[config.mk]
export PLATFORM = sky130hd
export DESIGN_NAME = timing_sequencer
export DESIGN_NICKNAME = d
export VERILOG_FILES = /design/src/rtl/timing_sequencer.sv
export SDC_FILE = /design/constraint.sdc
export NUM_CORES = 1
export LEC_CHECK = 0
export CAP_MARGIN = 20
export CORE_ASPECT_RATIO = 1.4
export CORE_MARGIN = 2
export CORE_UTILIZATION = 40
export CTS_BUF_LIST = sky130_fd_sc_hd__clkbuf_4
export CTS_CLUSTER_DIAMETER = 60
export DETAILED_ROUTE_END_ITERATION = 12
export DONT_BUFFER_PORTS = 1
export GPL_ROUTABILITY_DRIVEN = 0
export SKIP_CTS_REPAIR_TIMING = 1
export SLEW_MARGIN = 20
export SYNTH_ARGS = -nofsm -noshare
export SYNTH_HDL_FRONTEND = slang
export SYNTH_SLANG_ARGS = --single-unit
[constraint.sdc]
create_clock -name clock -period 7.7 [get_ports clock]
set_input_delay 1.54 -clock clock [delete_from_list [all_inputs] [get_ports clock]]
set_output_delay 1.54 -clock clock [all_outputs]
set_load 0.005 [all_outputs]
[src/rtl/timing_sequencer.sv]
`default_nettype none
// ============================================================================
//  Module   : timing_sequencer
//  Purpose  : Timed-instruction sequencer. Executes 64-bit words from an
//             instruction FIFO, holding each TTL state for an exact number
//             of cycles, with masked set/clear, result pushes and a
//             wait-for-trigger instruction with timeout readback.
//  Revision : 1.0 - initial release
// ============================================================================
module timing_sequencer #(
    parameter int TTL_WIDTH    = 32,
    parameter int TIMER_WIDTH  = 24,
    parameter int MIN_DURATION = 4
) (
    input  logic                 clock,
    input  logic                 reset,
    input  logic                 init,
    input  logic                 start_hold,
    input  logic                 inst_fifo_full,
    input  logic                 inst_valid,
    input  logic [63:0]          inst_data,
    output logic                 inst_ready,
    input  logic                 trigger_in,
    output logic [TTL_WIDTH-1:0] ttl_out,
    output logic                 underflow,
    output logic                 finished,
    output logic [31:0]          result_data,
    output logic                 result_valid
);

    localparam logic [3:0]  OP_OUTPUT = 4'd0;
    localparam logic [3:0]  OP_SET    = 4'd1;
    localparam logic [3:0]  OP_CLEAR  = 4'd2;
    localparam logic [3:0]  OP_WAIT   = 4'd3;
    localparam logic [3:0]  OP_CLR_UF = 4'd4;
    localparam logic [3:0]  OP_PUSH   = 4'd5;
    localparam logic [3:0]  OP_TRIG   = 4'd6;
    localparam logic [31:0] MIN_DUR   = 32'(MIN_DURATION);

    typedef enum logic [1:0] {
        S_FETCH  = 2'd0,
        S_DECODE = 2'd1,
        S_COUNT  = 2'd2,
        S_TRIG   = 2'd3
    } state_t;

    state_t                 state;
    state_t                 state_next;

    // Latched instruction fields
    logic [3:0]             opcode;
    logic                   check_bit;
    logic [TIMER_WIDTH-1:0] duration;
    logic [31:0]            operand;

    logic [TIMER_WIDTH-1:0] timer;
    logic [30:0]            elapsed;
    logic                   timing_check;
    logic                   running;
    logic                   sync1;
    logic                   sync2;
    logic                   trig_prev;

    logic                   accept;
    logic                   edge_seen;
    logic                   trig_timeout;
    logic                   trig_exit;
    logic                   uses_duration;
    logic [31:0]            dur_ext;
    logic [31:0]            eff_dur;
    logic [TIMER_WIDTH-1:0] timer_load;
    logic                   unused_word;

    // Only some instruction bits are latched; the rest are reserved.
    assign unused_word = ^inst_data;

    assign inst_ready = (state == S_FETCH) & running & ~init;
    assign accept     = inst_valid & inst_ready;

    // State register; init abandons any in-flight instruction.
    always_ff @(posedge clock or posedge reset) begin
        if (reset) begin
            state <= S_FETCH;
        end else if (init) begin
            state <= S_FETCH;
        end else begin
            state <= state_next;
        end
    end

    // Next-state logic plus duration and trigger-exit decoding.
    always_comb begin
        state_next    = state;
        dur_ext       = 32'(duration);
        uses_duration = (opcode <= OP_WAIT) || (opcode == OP_PUSH);
        eff_dur       = (uses_duration && (dur_ext > MIN_DUR)) ? dur_ext : MIN_DUR;
        // FETCH and DECODE consume two cycles of the period, the last COUNT cycle one more.
        timer_load    = TIMER_WIDTH'(eff_dur - 32'd3);
        edge_seen     = sync2 & ~trig_prev;
        trig_timeout  = (duration == '0) || (elapsed == (31'(dur_ext) - 31'd1));
        trig_exit     = edge_seen | trig_timeout;
        case (state)
            S_FETCH:  if (accept) state_next = S_DECODE;
            S_DECODE: state_next = (opcode == OP_TRIG) ? S_TRIG : S_COUNT;
            S_COUNT:  if (timer == '0) state_next = S_FETCH;
            S_TRIG:   if (trig_exit) state_next = S_FETCH;
            default:  state_next = S_FETCH;
        endcase
    end

    // Trigger synchroniser and edge-detect history; free-running.
    always_ff @(posedge clock or posedge reset) begin
        if (reset) begin
            sync1     <= 1'b0;
            sync2     <= 1'b0;
            trig_prev <= 1'b0;
        end else begin
            sync1     <= trigger_in;
            sync2     <= sync1;
            trig_prev <= sync2;
        end
    end

    // Datapath: instruction latch, TTL bank, timers, flags and result push.
    always_ff @(posedge clock or posedge reset) begin
        if (reset) begin
            opcode       <= 4'd0;
            check_bit    <= 1'b0;
            duration     <= '0;
            operand      <= 32'd0;
            timer        <= '0;
            elapsed      <= 31'd0;
            timing_check <= 1'b0;
            running      <= 1'b0;
            finished     <= 1'b1;
            underflow    <= 1'b0;
            ttl_out      <= '0;
            result_data  <= 32'd0;
            result_valid <= 1'b0;
        end else if (init) begin
            // Soft restart: TTL bank and last result are deliberately kept.
            timer        <= '0;
            elapsed      <= 31'd0;
            timing_check <= 1'b0;
            running      <= 1'b0;
            finished     <= 1'b1;
            underflow    <= 1'b0;
            result_valid <= 1'b0;
        end else begin
            result_valid <= 1'b0;
            if (!start_hold || inst_fifo_full) begin
                running <= 1'b1;
            end
            case (state)
                S_FETCH: begin
                    if (accept) begin
                        opcode    <= inst_data[63:60];
                        check_bit <= inst_data[59];
                        duration  <= inst_data[32+TIMER_WIDTH-1:32];
                        operand   <= inst_data[31:0];
                        finished  <= 1'b0;
                    end else begin
                        finished  <= 1'b1;
                        underflow <= underflow | timing_check;
                    end
                end
                S_DECODE: begin
                    timing_check <= check_bit;
                    case (opcode)
                        OP_OUTPUT: ttl_out   <= operand[TTL_WIDTH-1:0];
                        OP_SET:    ttl_out   <= ttl_out | operand[TTL_WIDTH-1:0];
                        OP_CLEAR:  ttl_out   <= ttl_out & ~operand[TTL_WIDTH-1:0];
                        OP_CLR_UF: underflow <= 1'b0;
                        OP_PUSH: begin
                            result_data  <= operand;
                            result_valid <= 1'b1;
                        end
                        default: ;
                    endcase
                    if (opcode == OP_TRIG) begin
                        elapsed <= 31'd0;
                    end else begin
                        timer <= timer_load;
                    end
                end
                S_COUNT: begin
                    if (timer != '0) begin
                        timer <= timer - TIMER_WIDTH'(1);
                    end
                end
                S_TRIG: begin
                    elapsed <= elapsed + 31'd1;
                    if (trig_exit) begin
                        result_data  <= {~edge_seen, elapsed};
                        result_valid <= 1'b1;
                    end
                end
                default: ;
            endcase
        end
    end

endmodule
`default_nettype wire

# == Word level (Yosys, flattened, before mapping) ==
# Cells that the tools add are included.
# classes
n_reduce_logical,25
n_lt_le_gt_ge,2
n_mux,33
eq_ne,19
bitwise,12
n_addsub,4
# ops
cell,count
24-bit 2-to-1 mux,4
32-bit one-hot mux with 3 select lines,1
32-bit 2-to-1 mux,2
32-bit one-hot mux with 2 select lines,1
31-bit 2-to-1 mux,2
31-bit one-hot mux with 2 select lines,1
24-bit logical NOT,2
24-bit one-hot mux with 2 select lines,1
32-bit bitwise AND,1
32-bit NOT,1
32-bit bitwise OR,1
"31-bit by 1-bit adder with 31-bit output, second input constant",1
31-bit == test,1
"24-bit by 1-bit subtractor with 25-bit output, second input constant",1
"24-bit by 3-bit greater-than comparator with 1-bit output, second input constant",1
24-bit nonzero test,1
"24-bit by 1-bit subtractor with 24-bit output, second input constant",1
"24-bit by 2-bit subtractor with 24-bit output, second input constant",1
"3-bit != test, second input constant",7
3-bit AND reduction,5
1-bit 2-to-1 mux,14
"4-bit by 3-bit == test with 1-bit output, second input constant",3
3-bit nonzero test,4
2-bit 2-to-1 mux,4
20 further kinds,34
# totals
word_cells,112
output_inout_bits,68
regBits,190
in_bits,71

# == Logic depth before layout (Yosys ltp) ==
# Gate-level depths: netlist of run 1.
# depth
word_depth,8
ltp_mapped,15
ltp_nobuf,13

# == Worst setup path after synthesis of run 1 ==
# OpenSTA, ideal clock, no wires.
# synth_timing
kind,reg-to-reg
start,reg duration[8]
end,reg timer[20]
n_path_buf,3
required_ns,7.579
synth_period_minus_slack_ns,3.650
setup_time_ns,0.121
arrival_ns,3.529
setup_slack_ns,4.050
path_stages_with_launch,16
path_cell_list,dfrtp_1 > buf_6 > nor4_2 > nand4_1 > o41a_1 > clkbuf_1 > and2_1 > ha_1 > nor3_1 > and2_1 > and3_1 > clkbuf_1 > nand3_1 > xor2_1 > o22ai_1 > a22o_1
# synth_via
elab_chain_cells,7
# synth_lines
item,line_no,rtl
from (decl),53,logic [TIMER_WIDTH-1:0] duration;
from (signal assigned),159,duration <= inst_data[32+TIMER_WIDTH-1:32];
24-bit by 3-bit greater-than comparator with 1-bit output,96,eff_dur = (uses_duration && (dur_ext > MIN_DUR)) ? dur_ext : MIN_DUR;
1-bit logical AND,96,
24-bit 2-to-1 mux *,96,
24-bit by 2-bit subtractor with 24-bit output *,98,timer_load = TIMER_WIDTH'(eff_dur - 32'd3);
24-bit 2-to-1 mux *,180,if (opcode == OP_TRIG) begin
24-bit one-hot mux with 2 select lines *,154,case (state)
24-bit 2-to-1 mux *,140,end else if (init) begin
to (signal assigned),183,timer <= timer_load;
to (signal assigned),188,timer <= timer - TIMER_WIDTH'(1);
to (decl),56,logic [TIMER_WIDTH-1:0] timer;
# Mark *: on every way between the ends. The rest lies on a longest branch, timed or not. The select of a mux whose other input is x is not followed.
# A chain may end at the register's enable or synchronous reset.

# == Final worst setup path of run 1 ==
# layout_timing
start,reg duration[14]
end,reg timer[20]
# Same word-level chain as after synthesis.

==> load_flow_metrics.sql, run 1 <==
INSERT INTO impl_metrics (metric_group, metric, value, unit) VALUES
('routing', 'num_vias', '7302', ''),
('sta', 'finalClockSkew', '0.03009', 'ns'),
('worst_setup_path', 'rr_worst_depth', '12', ''),
('finish', 'design.final.nets', '993', ''),
('logic_synthesis', 'synth_enable_flop_cells', '0', ''),
('sta', 'rsz0062_at_grt', 'false', ''),
('sta', 'maximum_operating_frequency', '231.2', 'MHz'),
('run_status', 'run_status', 'complete, no violations', ''),
('logic_synthesis', 'async_reset_ff_frac', '1.000', ''),
('floorplan', 'placement_rows', '68', ''),
('clocking', 'sinks_on_the_clock_net', '190', ''),
('routing', 'drt_pre_antenna_iters', '5', ''),
('routing', 'detail-route-antenna-nets', '0', ''),
('finish', 'mostFrequentLayoutCells', 'sky130_fd_sc_hd__dfrtp_1, sky130_fd_sc_hd__mux2_2, sky130_fd_sc_hd__o21ai_0', ''),
('logic_synthesis', 'synth_area', '10110', 'um2'),
('finish', 'layout_cell_share_with_drive_strength_beyond_1', '0.1944', ''),
('global_route', 'overall_track_demand_over_capacity_in_global_routing', '0.2025', ''),
('sta', 'timing_worst_slew_pin_value', '0.9964', 'ns'),
('finish', 'final-seq-area', '4756', 'um2'),
('clocking', 'cts_max_path_buffers', '2', ''),
('pwr', 'power_density', '226.8', 'nW/um2'),
('pwr', 'power.ir.vdd_worst', '0.1476', 'mV'),
('sta', 'finalHoldViolations', '0', ''),
('global_route', 'wire_length_of_the_first_global_routing_pass', '42.02', 'mm'),
('finish', 'nFillCells', '2343', ''),
('placed_design', 'place.detailed.hpwl', '18.32', 'mm'),
('worst_setup_path', 'worstPathArrival', '4.84', 'ns'),
('finish', 'finalCoreUtilization', '0.4266', ''),
('logic_synthesis', 'synth.net_count', '1030', ''),
('floorplan', 'floorplan.initialDensity', '0.4082', ''),
('logic_synthesis', 'post_synth.cell_area_avg', '10.58', 'um2'),
('floorplan', 'chipHeight', '192.1', 'um'),
('global_route', 'grt_remaining_overflow', '0', ''),
('global_route', 'antenna_found_initial', '1', ''),
('worst_setup_path', 'timing.critical_path.to_type', 'register', ''),
('run', 'max_cap_viols', '0', ''),
('worst_setup_path', 'start_kind', 'register', ''),
('sta', 'period_share', '0.5617', ''),
('sta', 'layout_min_cycle_time', '4.325', 'ns'),
('routing', 'detail_route.vias_per_cell', '5.856', ''),
('placed_design', 'minimum_setup_slack_after_placement', '3.411', 'ns'),
('logic_synthesis', 'synthDistinctLibCells', '66', ''),
('finish', 'most_frequent_standard_cell_in_the_layout_excluding_fill_and_tap_cells', 'sky130_fd_sc_hd__dfrtp_1', ''),
('sta', 'max_slew_margin', '0.3357', ''),
('global_route', 'number_of_global_route_vias_before_repair', '7316', ''),
('sta', 'hold-worst-slack', '0.3875', 'ns'),
('logic_synthesis', 'post_synth_inst_count', '955', ''),
('worst_setup_path', 'timing.setup.critical_path_class', 'reg -> reg', ''),
('clocking', 'root_buffer', 'sky130_fd_sc_hd__clkbuf_4', ''),
('logic_synthesis', 'synth_warnings', '0', ''),
('global_route', 'grt_start_max_net_pins', '123', ''),
('clocking', 'cts_tree', 'done', ''),
('routing', 'route.detailed.drc', '0', ''),
('placed_design', 'port-buffer-count', '0', ''),
('sta', 'report.final.setup_viol', '0', ''),
('routing', 'first_iter_violations', '586', ''),
('logic_synthesis', 'post_synthesis_sequential_element_count', '190', ''),
('logic_synthesis', 'synth-main-ff-cell', 'sky130_fd_sc_hd__dfrtp_1', ''),
('floorplan', 'fp.dieW', '138.3', 'um'),
('pwr', 'cellLeakagePower', '4.438', 'nW'),
('routing', 'postRouteWirelength', '26.50', 'mm'),
('sta', 'setup_total_negative_slack', '0', 'ns'),
('hold_path', 'holdCritPathClass', 'reg -> reg', ''),
('floorplan', 'fp.dieArea', '26570', 'um2'),
('logic_synthesis', 'synth_sequential_area_ratio', '0.4705', ''),
('sta', 'postLayoutSetupSlackWorst', '3.375', 'ns'),
('finish', 'layout-area-overhead-vs-synth', '4.494', '%'),
('pwr', 'total_power', '2.396', 'mW'),
('floorplan', 'design.portCount', '139', ''),
('clocking', 'clock_transition_at_the_register_clock_pins_on_the_worst_setup_and_hold_paths_after_cts', '0.17', 'ns'),
('routing', 'post_drt_wl_per_cell', '21.25', 'um'),
('worst_setup_path', 'required', '8.21', 'ns'),
('floorplan', 'core_region_area', '24760', 'um2'),
('clocking', 'clk_latency', '0.60', 'ns'),
('sta', 'slew_viol_final', '0', ''),
('worst_setup_path', 'cp_max_fo', '16', ''),
('finish', 'footprint_of_the_multi_input_gates', '5016', 'um2'),
('clocking', 'ctsHtreeMaxLevel', '4', ''),
('clocking', 'total_clock_buffers_created_by_cts', '17', ''),
('hold_path', 'min_path_cells', '0', '');
==> per-stage QoR <==
step                cells  area [um2]
floorplan             955       10110
global placement     1213       10290
detailed placement   1213       10290
CTS                  1245       10540
global route         1247       10560
finish               1247       10560
==> path summary, 6_finish.rpt <==
path                              start           end  slack [ns]
setup reg to reg           duration[14]     timer[20]        3.38
hold reg to reg                   sync1         sync2        0.39
min in group asynchronous         reset  duration[18]        0.94
max in group asynchronous         reset    elapsed[3]        5.36
hold / removal                    sync1         sync2        0.39
setup / recovery           duration[14]     timer[20]        3.38
==> Yosys cell counts, types with 3 or more instances <==
| cell type | instances | area share |
|---|---|---|
| sky130_fd_sc_hd__a211oi_1 | 3 | 0.0022 |
| sky130_fd_sc_hd__a21o_1 | 4 | 0.0030 |
| sky130_fd_sc_hd__a21oi_1 | 23 | 0.011 |
| sky130_fd_sc_hd__a22o_1 | 38 | 0.033 |
| sky130_fd_sc_hd__a22oi_1 | 8 | 0.0059 |
| sky130_fd_sc_hd__a31oi_1 | 4 | 0.0025 |
| sky130_fd_sc_hd__and2_1 | 8 | 0.0050 |
| sky130_fd_sc_hd__and3_1 | 14 | 0.0087 |
| sky130_fd_sc_hd__buf_2 | 4 | 0.0020 |
| sky130_fd_sc_hd__buf_6 | 6 | 0.0067 |
| sky130_fd_sc_hd__clkbuf_1 | 54 | 0.020 |
| sky130_fd_sc_hd__dfrtp_1 | 189 | 0.47 |
| sky130_fd_sc_hd__ha_1 | 4 | 0.0050 |
| sky130_fd_sc_hd__inv_1 | 14 | 0.0052 |
| sky130_fd_sc_hd__mux2_2 | 92 | 0.10 |
| sky130_fd_sc_hd__mux2_4 | 28 | 0.042 |
| sky130_fd_sc_hd__mux2i_1 | 3 | 0.0030 |
| sky130_fd_sc_hd__nand2_1 | 64 | 0.024 |
| sky130_fd_sc_hd__nand2b_1 | 6 | 0.0037 |
| sky130_fd_sc_hd__nand3_1 | 31 | 0.015 |
| sky130_fd_sc_hd__nand4_1 | 15 | 0.0093 |
| sky130_fd_sc_hd__nor2_1 | 70 | 0.026 |
| sky130_fd_sc_hd__nor2b_1 | 5 | 0.0031 |
| sky130_fd_sc_hd__nor3_1 | 20 | 0.0099 |
| sky130_fd_sc_hd__nor4_1 | 18 | 0.011 |
| sky130_fd_sc_hd__nor4_2 | 3 | 0.0037 |
| sky130_fd_sc_hd__o21a_1 | 3 | 0.0022 |
| sky130_fd_sc_hd__o21ai_0 | 81 | 0.040 |
| sky130_fd_sc_hd__o221ai_1 | 3 | 0.0026 |
| sky130_fd_sc_hd__o22ai_1 | 9 | 0.0056 |
| sky130_fd_sc_hd__o31ai_1 | 3 | 0.0022 |
| sky130_fd_sc_hd__or3_1 | 12 | 0.0074 |
| sky130_fd_sc_hd__or4_1 | 4 | 0.0030 |
| sky130_fd_sc_hd__xnor2_1 | 32 | 0.028 |
| sky130_fd_sc_hd__xor2_1 | 40 | 0.035 |
==> worst max-delay path: stages, from the launching register on <==
cell and delay (ns):
sky130_fd_sc_hd__dfrtp_1 0.51, sky130_fd_sc_hd__nor4_1 0.67, sky130_fd_sc_hd__nand4_1 0.34, sky130_fd_sc_hd__o41a_1 0.74, sky130_fd_sc_hd__and2_1 0.30, sky130_fd_sc_hd__ha_1 0.21
sky130_fd_sc_hd__nor3_1 0.29, sky130_fd_sc_hd__and2_1 0.29, sky130_fd_sc_hd__and3_1 0.30, sky130_fd_sc_hd__nand3_1 0.12, sky130_fd_sc_hd__xor2_1 0.20, sky130_fd_sc_hd__o22ai_1 0.09
sky130_fd_sc_hd__a22o_1 0.20
==> logic make-up (layout without fill, tap and decap cells) <==
family,Yosys count,count (layout),share of synthesized area
adder cells (fa/ha/maj),4,4,0.004952
flip-flops,190,190,0.4705
multiplexers,123,123,0.1471
AO/OA/AOI/OAI,199,199,0.1320
other,0,1,0
XOR/XNOR,72,72,0.06239
AND/OR/NAND/NOR,287,287,0.1479
buffers and inverters,80,56,0.03516
==> where the power goes <==
part	internal, mW	switching [mW]	total, mW
Sequential	1.14	0.204	1.34
Clock	0.173	0.338	0.510
Combinational	0.266	0.279	0.545
==> state kept, by name, indices dropped and copies added (netlist names) <==
register,count
result_valid,1
timing_check,1
result_data,32
underflow,1
operand,32
opcode,4
check_bit,1
finished,1
ttl_out,32
timer,24
running,1
sync2,1
state,2
sync1,1
trig_prev,1
elapsed,31
duration,24
==> cell type report <==
type / count / share of cell area
antenna: 1 / 0.0002369
clock buffer: 21 / 0.01493
clock inverter: 11 / 0.008767
inverter: 14 / 0.005687
multi-input combinational: 685 / 0.4749
sequential: 190 / 0.4503
tap: 315 / 0.03732
timing repair buffer: 10 / 0.007819
==> per-layer routing <==
layer,part of all wire,global-route usage
met5,0,0
met2,0.52,0.3606
met4,0.035,0.08399
met3,0.049,0.04288
met1,0.40,0.2377
Power figures use the tool's default switching activity.
==> run 2, diff against run 1 <==
Clock period 7.7 ns to 4.2 ns, I/O delays scaled along.
==> run 2 against run 1 <==
Against the previous run:
- sequential share of layout area down 1.0 points
- first-iteration DRC count up 11%
- sequential power up 81%
- register-to-register slack worse by 2.9 ns
- sequential cell count unchanged
- setup slack worse by 2.9 ns
- non-clock buffer count up 14
- combinational power up 96%
- count of clock-buffer cells in the layout down 2
- clock skew up 0.0086 ns
- clock power up 140%
- cell area up 2.3%
- critical path type unchanged
- largest cell class unchanged
==> load_flow_metrics.sql, run 2 (synthesis results as in run 1) <==
INSERT INTO impl_metrics (metric_group, metric, value, unit) VALUES
('sta', 'max_slew_margin', '0.3490', ''),
('sta', 'timing_worst_slew_pin_value', '0.9766', 'ns'),
('sta', 'layout_min_cycle_time', '3.722', 'ns'),
('global_route', 'grt_start_max_net_pins', '108', ''),
('sta', 'setup_total_negative_slack', '0', 'ns'),
('worst_setup_path', 'timing.rr.start', 'duration[0]', ''),
('floorplan', 'chipHeight', '192.1', 'um'),
('floorplan', 'placement_rows', '68', ''),
('worst_setup_path', 'timing.critical_path.to_type', 'register', ''),
('clocking', 'total_clock_buffers_created_by_cts', '17', ''),
('floorplan', 'design.portCount', '139', ''),
('floorplan', 'core_region_area', '24760', 'um2'),
('pwr', 'power.ir.vdd_worst', '0.2220', 'mV'),
('worst_setup_path', 'timing.setup.critical_path_class', 'reg -> reg', ''),
('routing', 'detail_route.vias_per_cell', '5.831', ''),
('finish', 'nFillCells', '2312', ''),
('clocking', 'clock_transition_at_the_register_clock_pins_on_the_worst_setup_and_hold_paths_after_cts', '0.15', 'ns'),
('finish', 'footprint_of_the_multi_input_gates', '5016', 'um2'),
('sta', 'hold-worst-slack', '0.04808', 'ns'),
('global_route', 'number_of_global_route_vias_before_repair', '7413', ''),
('pwr', 'comb_power_share', '0.228', ''),
('sta', 'maximum_operating_frequency', '268.6', 'MHz'),
('pwr', 'cellLeakagePower', '4.567', 'nW'),
('sta', 'period_share', '0.8863', ''),
('finish', 'final-seq-area', '4756', 'um2'),
('floorplan', 'fp.dieW', '138.3', 'um'),
('routing', 'route.detailed.drc', '0', ''),
('pwr', 'power.sequential.fraction', '0.515', ''),
('worst_setup_path', 'ff2ff_setup_slack', '0.48', 'ns'),
('clocking', 'cts_tree', 'done', ''),
('finish', 'design.final.nets', '1007', ''),
('worst_setup_path', 'timing.rr.end', 'result_data[28]', ''),
('floorplan', 'floorplan.initialDensity', '0.4082', ''),
('worst_setup_path', 'rr_worst_depth', '11', ''),
('run_status', 'run_status', 'complete, no violations', ''),
('pwr', 'clock_power_share', '0.257', ''),
('worst_setup_path', 'critical_path.endpoint', 'result_data[28]', ''),
('sta', 'rsz0062_at_grt', 'false', ''),
('global_route', 'antenna_found_initial', '2', ''),
('finish', 'layout-area-overhead-vs-synth', '6.908', '%'),
('pwr', 'power_density', '435.3', 'nW/um2'),
('routing', 'num_vias', '7365', ''),
('clocking', 'ctsHtreeMaxLevel', '4', ''),
('worst_setup_path', 'cp_max_fo', '33', ''),
('finish', 'mostFrequentLayoutCells', 'sky130_fd_sc_hd__dfrtp_1, sky130_fd_sc_hd__mux2_2, sky130_fd_sc_hd__o21ai_0', ''),
('pwr', 'power_switching', '1.543', 'mW'),
('global_route', 'grt_remaining_overflow', '0', ''),
('finish', 'most_frequent_standard_cell_in_the_layout_excluding_fill_and_tap_cells', 'sky130_fd_sc_hd__dfrtp_1', ''),
('hold_path', 'holdCritPathClass', 'in -> async', ''),
('finish', 'finalCoreUtilization', '0.4364', ''),
('routing', 'post_drt_wl_per_cell', '21.21', 'um'),
('pwr', 'power.internal', '3.161', 'mW'),
('placed_design', 'place.detailed.hpwl', '18.70', 'mm'),
('placed_design', 'port-buffer-count', '0', ''),
('clocking', 'cts_max_path_buffers', '2', ''),
('routing', 'drt_pre_antenna_iters', '5', ''),
('sta', 'slew_viol_final', '0', ''),
('routing', 'postRouteWirelength', '26.79', 'mm'),
('worst_setup_path', 'required', '4.68', 'ns'),
('sta', 'report.final.setup_viol', '0', ''),
('worst_setup_path', 'start_kind', 'register', ''),
('sta', 'finalHoldViolations', '0', ''),
('worst_setup_path', 'worstSetupStartpoint', 'duration[0]', ''),
('worst_setup_path', 'worstPathArrival', '4.20', 'ns'),
('finish', 'layout_cell_share_with_drive_strength_beyond_1', '0.2095', ''),
('clocking', 'clk_latency', '0.60', 'ns'),
('clocking', 'root_buffer', 'sky130_fd_sc_hd__clkbuf_4', ''),
('routing', 'first_iter_violations', '652', ''),
('global_route', 'overall_track_demand_over_capacity_in_global_routing', '0.2018', ''),
('finish', 'largest_registers', 'operand x32, result_data x32, ttl_out x32', ''),
('floorplan', 'fp.dieArea', '26570', 'um2'),
('global_route', 'wire_length_of_the_first_global_routing_pass', '42.08', 'mm'),
('sta', 'finalClockSkew', '0.03867', 'ns'),
('pwr', 'power_switching_share', '0.3281', ''),
('run', 'max_cap_viols', '0', ''),
('clocking', 'sinks_on_the_clock_net', '190', ''),
('routing', 'detail-route-antenna-nets', '0', '');
[run 2: area by class of cell]
class                   instances  share of cell area
clock buffers                  19             0.01320
inverters                      14            0.005211
multi-input cells             685              0.4642
well taps                     315             0.03648
flip-flops and latches        190              0.4401
repair buffers                 24             0.02084
clock inverters                13             0.01922
diodes                          3           0.0006948
[run 2: metal layers]
layer	GRT usage	vias up	wire length, um
met1	0.2351	3678	10490
met2	0.3618	222	14150
li1	-	3414	-
met4	0.09419	0	897
met3	0.03565	51	1254
met5	0	-	0
[run 2: power by group through the flow]
| stage | registers, mW | logic, mW | clock network [mW] |
|---|---|---|---|
| after detailed placement | 2.45 | 1.06 | 0 |
| final | 2.42 | 1.07 | 1.21 |
| after CTS | 2.42 | 1.06 | 1.25 |
| after global routing | 2.47 | 1.18 | 1.31 |
| after global placement | 2.45 | 1.04 | 0 |
| after floorplan | 2.29 | 0.909 | 0 |
[run 2: worst min path at each step]
| stage | cells past startpoint | from | end | slack (ns) |
|---|---|---|---|---|
| CTS | 1 | reset | ttl_out[22] | -0.007 |
| detailed placement | 0 | sync1 | sync2 | 0.34 |
| global placement | 0 | sync1 | sync2 | 0.34 |
| global route | 1 | reset | ttl_out[22] | 0.01 |
| floorplan | 0 | sync1 | sync2 | 0.33 |
| finish | 1 | reset | ttl_out[22] | 0.05 |
[run 2: worst max-delay path: stages (launching register included)]
cell and delay, ns:
sky130_fd_sc_hd__dfrtp_1 0.51, sky130_fd_sc_hd__inv_1 0.09, sky130_fd_sc_hd__ha_1 0.20, sky130_fd_sc_hd__nor3b_2 0.47, sky130_fd_sc_hd__and3_1 0.28, sky130_fd_sc_hd__a211oi_1 0.08, sky130_fd_sc_hd__o31a_1 0.36, sky130_fd_sc_hd__a2111oi_4 0.31
sky130_fd_sc_hd__nand4b_2 0.19, sky130_fd_sc_hd__a2111oi_4 0.43, sky130_fd_sc_hd__buf_12 0.31, sky130_fd_sc_hd__mux2_2 0.37
[run 2: metrics by stage]
stage | instance area (um2) | total power, mW | cells | setup slack, ns
floorplan | 10110 | 3.196 | 955 | 0.5497
global placement | 10430 | 3.494 | 1227 | 0.5406
detailed placement | 10430 | 3.513 | 1227 | 0.4837
CTS | 10780 | 4.732 | 1259 | 0.4808
global route | 10800 | 4.952 | 1262 | 0.2640
finish | 10810 | 4.704 | 1263 | 0.4775
==> run 3, diff against run 2 <==
Settings changed: CORE_ASPECT_RATIO 1.4 to 0.6.
==> run 3 against run 2 <==
Against the previous run:
- via count grew 0.91%
- sequential power about the same
- critical path depth shrank 2
- sequential share of layout area is 0.056 points lower
- register-to-register slack got worse by 0.21 ns
- total power increased by 0.39%
- largest power group unchanged
- non-clock buffer count is the same
- routed wire length grew 1.5%
- clock power is essentially flat
- combinational power hardly changed
==> load_flow_metrics.sql, run 3 (synthesis results as in run 1) <==
INSERT INTO impl_metrics (metric_group, metric, value, unit) VALUES
('floorplan', 'placement_rows', '45', ''),
('floorplan', 'core_region_area', '25060', 'um2'),
('finish', 'most_frequent_standard_cell_in_the_layout_excluding_fill_and_tap_cells', 'sky130_fd_sc_hd__dfrtp_1', ''),
('sta', 'timing_worst_slew_pin_value', '1.098', 'ns'),
('finish', 'largest_registers', 'operand x32, result_data x32, ttl_out x32', ''),
('routing', 'postRouteWirelength', '27.19', 'mm'),
('worst_setup_path', 'timing.critical_path.to_type', 'register', ''),
('worst_setup_path', 'cp_num_buf_inv', '1', ''),
('routing', 'drt_pre_antenna_iters', '5', ''),
('global_route', 'number_of_global_route_vias_before_repair', '7088', ''),
('routing', 'detail_route.vias_per_cell', '5.811', ''),
('worst_setup_path', 'crit_path_cells', 'nor3_2, nand2_1, xnor2_1, or4_1, nor4_1, nand4b_2, a2111oi_4, buf_12, mux2_2', ''),
('worst_setup_path', 'worstPathArrival', '4.47', 'ns'),
('sta', 'finalHoldViolations', '0', ''),
('sta', 'layout_min_cycle_time', '3.930', 'ns'),
('global_route', 'wire_length_of_the_first_global_routing_pass', '42.72', 'mm'),
('sta', 'rsz0062_at_grt', 'false', ''),
('clocking', 'cts_tree', 'done', ''),
('worst_setup_path', 'timing.setup.critical_path_class', 'reg -> reg', ''),
('floorplan', 'fp.dieArea', '26600', 'um2'),
('sta', 'maximum_operating_frequency', '254.5', 'MHz'),
('worst_setup_path', 'timing.critical_path.slowest_stage_cell', 'sky130_fd_sc_hd__nor3_2', ''),
('pwr', 'power_density', '436.5', 'nW/um2'),
('run', 'max_cap_viols', '0', ''),
('sta', 'finalClockSkew', '0.02270', 'ns'),
('clocking', 'clk_latency', '0.64', 'ns'),
('floorplan', 'chipHeight', '127.1', 'um'),
('finish', 'layout-area-overhead-vs-synth', '7.044', '%'),
('hold_path', 'holdCritPathClass', 'in -> reg', ''),
('pwr', 'comb_power_share', '0.233', ''),
('routing', 'first_iter_violations', '692', ''),
('finish', 'design.final.nets', '1007', ''),
('pwr', 'cellLeakagePower', '4.544', 'nW'),
('sta', 'period_share', '0.9357', ''),
('floorplan', 'floorplan.initialDensity', '0.4034', ''),
('pwr', 'power.ir.vdd_worst', '0.2693', 'mV'),
('routing', 'detail-route-antenna-nets', '0', ''),
('routing', 'num_vias', '7432', ''),
('sta', 'max_slew_margin', '0.2616', ''),
('clocking', 'sinks_on_the_clock_net', '190', ''),
('placed_design', 'port-buffer-count', '0', ''),
('clocking', 'clock_transition_at_the_register_clock_pins_on_the_worst_setup_and_hold_paths_after_cts', '0.15', 'ns'),
('worst_setup_path', 'start_kind', 'register', ''),
('finish', 'mostFrequentLayoutCells', 'sky130_fd_sc_hd__dfrtp_1, sky130_fd_sc_hd__mux2_2, sky130_fd_sc_hd__o21ai_0', ''),
('worst_setup_path', 'required', '4.74', 'ns'),
('clocking', 'cts_max_path_buffers', '2', ''),
('run_status', 'run_status', 'complete, no violations', ''),
('placed_design', 'place.detailed.hpwl', '19.40', 'mm'),
('pwr', 'clock_power_share', '0.253', ''),
('sta', 'report.final.setup_viol', '0', ''),
('pwr', 'power_switching', '1.588', 'mW'),
('sta', 'setup_total_negative_slack', '0', 'ns'),
('pwr', 'power.internal', '3.134', 'mW'),
('clocking', 'ctsHtreeMaxLevel', '4', ''),
('finish', 'layout_cell_share_with_drive_strength_beyond_1', '0.2053', ''),
('floorplan', 'design.portCount', '139', ''),
('floorplan', 'fp.dieW', '209.2', 'um'),
('clocking', 'total_clock_buffers_created_by_cts', '17', ''),
('clocking', 'root_buffer', 'sky130_fd_sc_hd__clkbuf_4', ''),
('routing', 'post_drt_wl_per_cell', '21.26', 'um'),
('worst_setup_path', 'critical_path.max_stage_delay', '0.58', 'ns'),
('worst_setup_path', 'critical_path.top_delay_family', 'simple AND/OR/NAND/NOR gates', ''),
('pwr', 'power_switching_share', '0.3363', ''),
('routing', 'route.detailed.drc', '0', ''),
('pwr', 'power.sequential.fraction', '0.514', ''),
('worst_setup_path', 'cp_max_fo', '33', ''),
('sta', 'slew_viol_final', '0', ''),
('global_route', 'antenna_found_initial', '3', ''),
('global_route', 'grt_remaining_overflow', '0', ''),
('global_route', 'grt_start_max_net_pins', '129', ''),
('finish', 'finalCoreUtilization', '0.4318', ''),
('global_route', 'overall_track_demand_over_capacity_in_global_routing', '0.2107', '');
==> run 3: final cells by class <==
type	count	area, um2
tap	329	411.6
clock inverter	15	215.2
timing repair buffer	24	217.7
clock buffer	17	127.6
fill	2349	14240
inverter	14	56.30
multi-input combinational	685	5022
sequential	190	4756
antenna	5	12.51
==> run 3: routing by layer <==
layer | global-route usage | wire length [um] | up-vias
li1 | - | - | 3420
met1 | 0.3349 | 14170 | 3704
met3 | 0.06613 | 2403 | 33
met2 | 0.2665 | 10280 | 273
met5 | 0 | 13 | -
met4 | 0.05714 | 319 | 2
==> run 3: path summary, 6_finish.rpt <==
path	start	cells after the start	endpoint	slack [ns]
hold reg to reg	sync1	0	sync2	0.38
max in group asynchronous	reset	2	timer[16]	3.34
hold / removal	trigger_in	0	sync1	0.21
setup reg to reg	duration[4]	9	result_data[29]	0.27
min in group asynchronous	reset	2	operand[23]	0.23
setup / recovery	duration[4]	9	result_data[29]	0.27
==> run 3: power by group through the flow <==
stage               Combinational (mW)  Clock, mW  Sequential, mW
global route                      1.21       1.29            2.47
global placement                  1.06          0            2.45
finish                            1.10       1.20            2.43
floorplan                        0.909          0            2.29
detailed placement                1.08          0            2.45
CTS                               1.09       1.22            2.42
==> run 3: through the flow <==
step                      hold WS (ns)  total power [mW]  std cells  worst slack, ns  cell area [um2]
final                           0.2149             4.722       1279           0.2703            10820
after global routing            0.1408             4.968       1279           0.1046            10820
after CTS                       0.1662             4.726       1273           0.3006            10790
after detailed placement        0.3371             3.529       1241           0.3225            10450
after global placement          0.3429             3.507       1241           0.3859            10450
after floorplan                 0.3312             3.196        955           0.5497            10110
